### config.mk
export PLATFORM = sky130hd
export DESIGN_NAME = bus_rr_scheduler
export DESIGN_NICKNAME = d
export VERILOG_FILES = /design/src/rtl/bus_sched_pkg.sv /design/src/rtl/bus_rr_scheduler_rr_arbiter.sv /design/src/rtl/bus_rr_scheduler.sv
export SDC_FILE = /design/constraint.sdc
export NUM_CORES = 1
export LEC_CHECK = 0
export ABC_AREA = 1
export BUFFER_PORTS_ARGS = -buffer_cell sky130_fd_sc_hd__buf_2
export CAP_MARGIN = 15
export CELL_PAD_IN_SITES_DETAIL_PLACEMENT = 1
export CELL_PAD_IN_SITES_GLOBAL_PLACEMENT = 2
export CORE_ASPECT_RATIO = 1.75
export CORE_MARGIN = 4
export CORE_UTILIZATION = 19
export CTS_CLUSTER_DIAMETER = 50
export DETAILED_ROUTE_END_ITERATION = 7
export PLACE_DENSITY_LB_ADDON = 0.05
export SLEW_MARGIN = 0
export SYNTH_ARGS = -nofsm -noshare
export SYNTH_HDL_FRONTEND = slang
export SYNTH_SLANG_ARGS = --single-unit
### constraint.sdc
create_clock -name clk -period 1.5 [get_ports clk]
set_input_delay 0.375 -clock clk [delete_from_list [all_inputs] [get_ports clk]]
set_output_delay 0.375 -clock clk [all_outputs]
set_load 0.02 [all_outputs]
### src/rtl/bus_sched_pkg.sv
// Shared definitions for the bus round-robin scheduler.
//   sched_state_e : scheduler FSM states (IDLE -> GRANT -> PUSH -> IDLE)
//   ID_W          : width of the destination ID field at the top of each packet
//   rr_next()     : rotating-priority pick. Returns the first pending index after
//                   'last', wrapping modulo n. If nothing is pending it returns 'last'.
package bus_sched_pkg;

  typedef enum logic [1:0] {
    IDLE  = 2'd0,
    GRANT = 2'd1,
    PUSH  = 2'd2
  } sched_state_e;

  localparam int ID_W = 8;

  // Upper bound on the terminal count supported by rr_next
  localparam int MAX_DRVRS = 64;
  localparam int MAX_IDX_W = 6;

  // The scan runs from the farthest candidate to the nearest one. The nearest
  // pending source therefore overwrites every other pick, which avoids an early
  // exit. Loop bounds are constant; n is a parameter at every call site.
  function automatic int rr_next(input logic [MAX_DRVRS-1:0] pndng,
                                 input int last,
                                 input int n);
    int result;
    int cand;
    result = last;
    for (int k = MAX_DRVRS; k >= 1; k--) begin
      if (k <= n) begin
        cand = (last + k) % n;
        if (pndng[cand[MAX_IDX_W-1:0]]) begin
          result = cand;
        end
      end
    end
    return result;
  endfunction

endpackage

### src/rtl/bus_rr_scheduler_rr_arbiter.sv
// rr_arbiter: combinational rotating-priority picker.
//   pndng [drvrs]         : request vector, one bit per source
//   last  [$clog2(drvrs)] : most recently served source (lowest priority now)
//   idx   [$clog2(drvrs)] : chosen source, meaningful only when valid=1
//   valid                 : at least one request present
module rr_arbiter
  import bus_sched_pkg::*;
#(
  parameter int drvrs = 4
) (
  input  logic [drvrs-1:0]         pndng,
  input  logic [$clog2(drvrs)-1:0] last,
  output logic [$clog2(drvrs)-1:0] idx,
  output logic                     valid
);

  localparam int IDX_W = $clog2(drvrs);

  logic [MAX_DRVRS-1:0] pnd_ext;

  assign pnd_ext = MAX_DRVRS'(pndng);
  assign idx     = IDX_W'(rr_next(pnd_ext, int'(last), drvrs));
  assign valid   = |pndng;

endmodule

### src/rtl/bus_rr_scheduler.sv
// bus_rr_scheduler: round-robin scheduler for the shared bus between terminal FIFOs.
// Each transaction picks one pending source, pops its head packet, and then
// delivers that packet to the terminal(s) named in its top ID_W bits.
//   clk            : bus clock, rising edge
//   reset          : synchronous, active-low
//   pndng  [drvrs] : FIFO i holds a packet
//   D_pop  [drvrs] : head packet of FIFO i
//   pop    [drvrs] : one-cycle dequeue pulse for the granted FIFO
//   push   [drvrs] : one-cycle delivery strobe per destination terminal
//   D_push [drvrs] : delivered packet; every lane carries the same value
//   busy           : high during GRANT and PUSH
//   grant          : index of the source currently or last granted
//   drop_cnt[16]   : saturating count of packets with an invalid ID
//                    (present only when DROP_STATS_EN is defined)
// Optional feature macro: DROP_STATS_EN
module bus_rr_scheduler
  import bus_sched_pkg::*;
#(
  parameter int              drvrs     = 4,
  parameter int              pckg_sz   = 16,
  parameter logic [ID_W-1:0] broadcast = 8'hFF
) (
  input  logic                     clk,
  input  logic                     reset,
  input  logic [drvrs-1:0]         pndng,
  input  logic [pckg_sz-1:0]       D_pop [drvrs],
  output logic [drvrs-1:0]         pop,
  output logic [drvrs-1:0]         push,
  output logic [pckg_sz-1:0]       D_push [drvrs],
  output logic                     busy,
`ifdef DROP_STATS_EN
  output logic [15:0]              drop_cnt,
`endif
  output logic [$clog2(drvrs)-1:0] grant
);

  localparam int GW = $clog2(drvrs);
  localparam logic [drvrs-1:0] ONE_HOT0 = {{(drvrs-1){1'b0}}, 1'b1};

  sched_state_e      state_reg, state_next;
  logic [GW-1:0]     last_reg, last_next;
  logic [GW-1:0]     grant_reg, grant_next;
  logic [pckg_sz-1:0] pkt_reg, pkt_next;
  logic [drvrs-1:0]  pop_vec, push_vec;

  logic [GW-1:0]     arb_idx;
  logic              arb_valid;

  logic [ID_W-1:0]   pkt_id;
  logic              id_unicast;
  logic              id_bcast;

  rr_arbiter #(.drvrs(drvrs)) u_arb (
    .pndng (pndng),
    .last  (last_reg),
    .idx   (arb_idx),
    .valid (arb_valid)
  );

  // Destination decode. A numeric ID below drvrs wins over the broadcast code,
  // so a broadcast value that collides with a real terminal stays a unicast.
  assign pkt_id     = pkt_reg[pckg_sz-1 -: ID_W];
  assign id_unicast = int'(pkt_id) < drvrs;
  assign id_bcast   = (pkt_id == broadcast) && !id_unicast;

  always_ff @(posedge clk) begin
    if (!reset) begin
      state_reg <= IDLE;
      last_reg  <= GW'(drvrs - 1);
      grant_reg <= '0;
      pkt_reg   <= '0;
    end else begin
      state_reg <= state_next;
      last_reg  <= last_next;
      grant_reg <= grant_next;
      pkt_reg   <= pkt_next;
    end
  end

  always_comb begin
    state_next = state_reg;
    last_next  = last_reg;
    grant_next = grant_reg;
    pkt_next   = pkt_reg;
    pop_vec    = '0;
    push_vec   = '0;
    case (state_reg)
      IDLE: begin
        if (arb_valid) begin
          grant_next = arb_idx;
          last_next  = arb_idx;
          state_next = GRANT;
        end
      end
      GRANT: begin
        // The pop goes out even if pndng has dropped since the decision.
        pkt_next          = D_pop[grant_reg];
        pop_vec[grant_reg] = 1'b1;
        state_next        = PUSH;
      end
      PUSH: begin
        if (id_unicast) begin
          push_vec = ONE_HOT0 << pkt_id;
        end else if (id_bcast) begin
          push_vec = ~(ONE_HOT0 << grant_reg);
        end
        state_next = IDLE;
      end
      default: begin
        state_next = IDLE;
      end
    endcase
  end

  assign pop   = pop_vec;
  assign push  = push_vec;
  assign busy  = (state_reg != IDLE);
  assign grant = grant_reg;

  // Every lane sees the same packet; push alone says which lanes take it.
  for (genvar gi = 0; gi < drvrs; gi++) begin : g_lane
    assign D_push[gi] = pkt_reg;
  end

`ifdef DROP_STATS_EN
  logic        drop_now;
  logic [15:0] drop_cnt_reg;

  assign drop_now = (state_reg == PUSH) && !id_unicast && !id_bcast;

  always_ff @(posedge clk) begin
    if (!reset) begin
      drop_cnt_reg <= '0;
    end else if (drop_now && (drop_cnt_reg != 16'hFFFF)) begin
      drop_cnt_reg <= drop_cnt_reg + 16'd1;
    end
  end

  assign drop_cnt = drop_cnt_reg;
`endif

endmodule
## Word-level counts from Yosys, hierarchy flattened

Index checks and enable logic that the tools add are counted.

- Reduce and logical (&&, ||, !) cells: 11
- Bitwise logic cells: 6
- Muxes and demuxes: 23
- Order comparisons: 8
- Shifts and indexed selects: 2
- Add/sub/neg operators: 4
- Eq/ne operators: 4

Operators with widths:

| operator | count |
|---|---|
| 16-bit binary-select mux with 2-bit select | 1 |
| 16-bit two-way mux | 2 |
| 6-bit by 7-bit less-than comparator with 1-bit output (second input constant) | 4 |
| 4-bit two-way mux | 4 |
| 1-bit binary-select mux with 3-bit select | 4 |
| 2-bit two-way mux | 5 |
| 8-bit equality test (second input constant) | 1 |
| 8-bit by 3-bit less-than comparator with 1-bit output (second input constant) | 1 |
| 2-bit OR reduction | 4 |
| 1-bit by 8-bit << shifter with 4-bit output (first input constant) | 1 |
| 1-bit two-way mux | 5 |
| 2-bit by 1-bit adder with 2-bit output (second input constant) | 2 |
| 2-bit adder (second input constant) | 2 |
| 1-bit AND (first input constant) | 4 |
| 4-bit NOT | 1 |
| 2-bit case mux with 2 select lines | 1 |
| 4-bit OR reduction | 1 |
| 1-bit by 2-bit << shifter with 4-bit output (first input constant) | 1 |
| 3-bit greater-or-equal comparator (second input constant) | 1 |
| 2-bit by 3-bit less-than comparator with 1-bit output (second input constant) | 1 |
| 2-bit NOT with 3-bit output | 1 |
| 1-bit demux with 2-bit select | 1 |
| 2-bit by 1-bit equality test with 1-bit output (second input constant) | 1 |
| 2-bit equality test (second input constant) | 1 |
| 7 further kinds | 8 |

- Output and inout port bits: 75
- Word-level logic and storage cells: 62
- Bits in registers: 22

## Depth between registers and ports, before layout

- Depth in word-level cells: 9
- Mapped depth: 11
- Depth with buffers taken out: 10

## Hierarchy

Synthesis repeated with hierarchy kept, for this count alone.

- Cells, all modules: 338
- Area total of the unflattened synthesis: 1971.9 sq um

Modules (own cells, without submodules):

| module | cells an instance | times used | area an instance (sq um) |
|---|---|---|---|
| bus_rr_scheduler | 295 | 1 | 1767.9 |
| rr_arbiter | 43 | 1 | 203.9 |

## Worst setup path after synthesis

OpenSTA, ideal clock, no wires.

- Kind: register -> output
- Start: reg grant_reg[0], in the netlist grant[0]
- End: out push[0]
- Cell stages (with the launch flop): 7
- Buffers on the path: 2
- Path slack: -0.214 ns
- Arrival time: 1.339 ns
- Required time: 1.125 ns
- Path through: dfxtp_1 -> buf_4 -> nor2_4 -> buf_6 -> inv_2 -> nand2_1 -> a21oi_1

- Word-level cells in the longest chain between the ends: 5

RTL lines:

| what | RTL line | RTL |
|---|---|---|
| start: declaration | bus_rr_scheduler.sv:42 | `logic [GW-1:0] grant_reg, grant_next;` |
| start signal: assignment | bus_rr_scheduler.sv:75 | `grant_reg <= grant_next;` |
| 1-bit by 2-bit << shifter with 4-bit output | bus_rr_scheduler.sv:105 | `push_vec = ~(ONE_HOT0 << grant_reg);` |
| 4-bit NOT | bus_rr_scheduler.sv:105 |  |
| 4-bit two-way mux | bus_rr_scheduler.sv:104 | `end else if (id_bcast) begin` |
| 4-bit two-way mux | bus_rr_scheduler.sv:102 | `if (id_unicast) begin` |
| 4-bit two-way mux | bus_rr_scheduler.sv:87 | `case (state_reg)` |
| end: declaration | bus_rr_scheduler.sv:28 | `output logic [drvrs-1:0] push,` |

Every way passes these cells.

## Final worst setup path

- Start: reg pkt_reg[14]
- End: out push[1]

- Word-level cells in the longest chain between the ends: 6

RTL lines:

| what | RTL line | RTL |
|---|---|---|
| start: declaration | bus_rr_scheduler.sv:43 | `logic [pckg_sz-1:0] pkt_reg, pkt_next;` |
| start signal: assignment | bus_rr_scheduler.sv:76 | `pkt_reg <= pkt_next;` |
| 8-bit by 3-bit less-than comparator with 1-bit output | bus_rr_scheduler.sv:63 | `assign id_unicast = int'(pkt_id) < drvrs;` |
| 1-bit zero test | bus_rr_scheduler.sv:64 | `assign id_bcast = (pkt_id == broadcast) && !id_unicast;` |
| 1-bit logical AND | bus_rr_scheduler.sv:64 |  |
| 4-bit two-way mux | bus_rr_scheduler.sv:104 |  |
| 4-bit two-way mux (*) | bus_rr_scheduler.sv:102 |  |
| 4-bit two-way mux (*) | bus_rr_scheduler.sv:87 |  |

Every way passes the cells marked *; elsewhere a longest branch is shown, timed or not.

==> metrics.yaml <==
status: "finished, violations left"
violations: "negative setup slack"
route.detailed.drc: 0
leakage_uw: 0.00145
synthesis.area_mm2: 0.00190
row_count: 48
coreArea_mm2: 0.00979
grt_pass1_wl_um: 12600
cts_max_level: 1
skew_ns: 0.00141
first_iter_violations: 29
area.growth.synth_to_final_pct: 46.6
numClockSinks: 22
vdd_drop_max_mv: 0.494
grt_setup_unrepaired: "yes"
largest_reg_flops: 16
synth_cells: 272
dr.pass1.iters: 4
fp.dieW_um: 83.5
yosysSeqAreaShare_pct: 23.2
antenna_found_initial: 0
wl_um: 8220
ant_nets: 0
num_io_pins: 145
finalMaxSlewViolations: 0
synth_nets: 342
cts_tree: "built"
tightest_slew_ns: 0.310
cap_violations: 0
cp_data_arrival_time_ns: 1.47
worst-path-max-fanout: 4
layout_common_cells: "137 x buf_2, 61 x nand2_1, 35 x a21oi_1, 34 x buf_4, 16 x o21ai_0"
slew_headroom_pct: 79.4
synth-xor-area-share_pct: 0
start_util_pct: 19.4
die_h_um: 140
fin_crit_ns: 1.84
worstSkewPairLatency_ns: 0.26
synth_seq_cells: 22
yosysWarnings: 0
finalNetCount: 461
total_power_uw: 3640
setup.worst_path.class: "reg -> out"
clk_transition_reported_paths_ns: 0.06
track_usage_pct: 13.7
whs_ns: 0.389
routedWlPerCell_um: 16.0
gp_congestion: 0.718
drive_gt1_share_pct: 61.0
cts_buffer_depth: 2
hpwl_um: 6940
cts_buffers: 3
timing.critical_path.required_ns: 1.12
via_count: 2193
root_buffer: "clkbuf_16"
n_fill_cell: 1295
grt_max_degree: 33
pre_cts_ws_ns: -0.155
powerDensity_mw_per_mm2: 1310
final_common_cell: "buf_2"
yosys.area_share.simple_pct: 23.0
cp-start-kind: "flop"
synth_top_family_by_area: "buffers and inverters"
cp-end-kind: "output port"
numPortBuffers: 144
via_per_inst: 4.26
hold_class: "in -> reg"
syn_avg_cell_area_um2: 6.97
finalWorstSetupSlack_ns: -0.341
yosysUniqueCellTypes: 23
synth-adder-area-share_pct: 0
setup_viol: 4
synth.area.mux_share_pct: 0
dieArea_mm2: 0.0117
post-route-period-util_pct: 123
max_freq_ghz: 0.543
grt_pass1_vias: 2374
finalHoldViolations: 0
synth_compound_gate_area_share_pct: 26.2
utilization_pct: 28.4
ctsHoldBuffers: 0
diodes: 0
grt-ovfl-total: 0
==> through the flow <==
stage | setup TNS [ns] | cells | area, um^2
5_1_grt | -1.83 | 515 | 2780
6_report | -1.28 | 515 | 2780
4_1_cts | -1.35 | 513 | 2760
2_1_floorplan | -0.0623 | 272 | 1950
3_3_place_gp | -0.422 | 503 | 2560
3_5_place_dp | -0.483 | 503 | 2560
==> logic make-up after synthesis <==
family | Yosys count
AO/OA/AOI/OAI | 74
buffers and inverters | 79
flip-flops | 22
AND/OR/NAND/NOR | 97
==> worst paths after layout <==
path | cells after the start | slack [ns] | endpoint | startpoint
worst max register to register | 6 | 0.16 | pkt_reg[12]$_SDFFE_PN0P_ | grant[0]$_SDFFE_PN0P_
worst min register to register | 2 | 0.58 | pkt_reg[5]$_SDFFE_PN0P_ | pkt_reg[5]$_SDFFE_PN0P_
worst max-delay path | 6 | -0.34 | push[1] | pkt_reg[14]$_SDFFE_PN0P_
worst min-delay path | 3 | 0.39 | pkt_reg[7]$_SDFFE_PN0P_ | D_pop[39]
==> power breakdown <==
part / switching [uW] / internal [uW] / total (uW)
Sequential: 108 / 690 / 797
Combinational: 1320 / 882 / 2200
Clock: 235 / 408 / 643
==> synthesized netlist by cell type <==
library cell  instances  area, um^2
nand3_1               9        45.0
inv_6                 1        8.76
buf_4                52         390
a21oi_1              39         195
nand2_1              62         233
inv_1                 9        33.8
nor2_1               10        37.5
nor3_2                1        10.0
clkbuf_1              2        7.51
a221oi_2              9         135
dfxtp_1              22         440
o211ai_1              1        7.51
nor2_4                2        22.5
o21ai_2               1        8.76
buf_6                 3        33.8
a221oi_1              7        61.3
inv_2                 9        33.8
a21oi_2               1        8.76
nand2_2               8        50.1
o21ai_0              16        80.1
nand4_1               3        18.8
buf_2                 3        15.0
nand3_2               2        20.0
==> final cells by class <==
class	instances	area, um^2	area share (%)
flip-flops and latches	22	458	16.5
inverters	19	78.8	2.84
repair buffers	174	983	35.4
clock buffers	4	88.8	3.20
multi-input cells	171	1010	36.5
well taps	125	156	5.63
==> critical path, stage by stage (launching register included) <==
cell     delay (ns)
dfxtp_2        0.33
nor2_2         0.11
nand2_2        0.08
nor3_4         0.19
nand3_1        0.16
a21oi_4        0.16
buf_2          0.17
==> timing repair <==
item	4_1_cts	5_1_grt
gates cloned	0	0
gates resized for setup	22	1
pin swaps	2	1
buffers inserted	6	2
endpoints found under the setup margin	8	8
hold endpoints to repair	0	0
==> metal layers <==
layer / share of wire (%) / vias up / GRT usage [%]
met5: 0 / - / 0
met4: 1.2 / 0 / 3.56
met3: 3.9 / 5 / 1.82
met2: 60 / 69 / 29.0
met1: 35 / 1019 / 13.3
li1: - / 1100 / -
(Power assumes the default switching activity.)
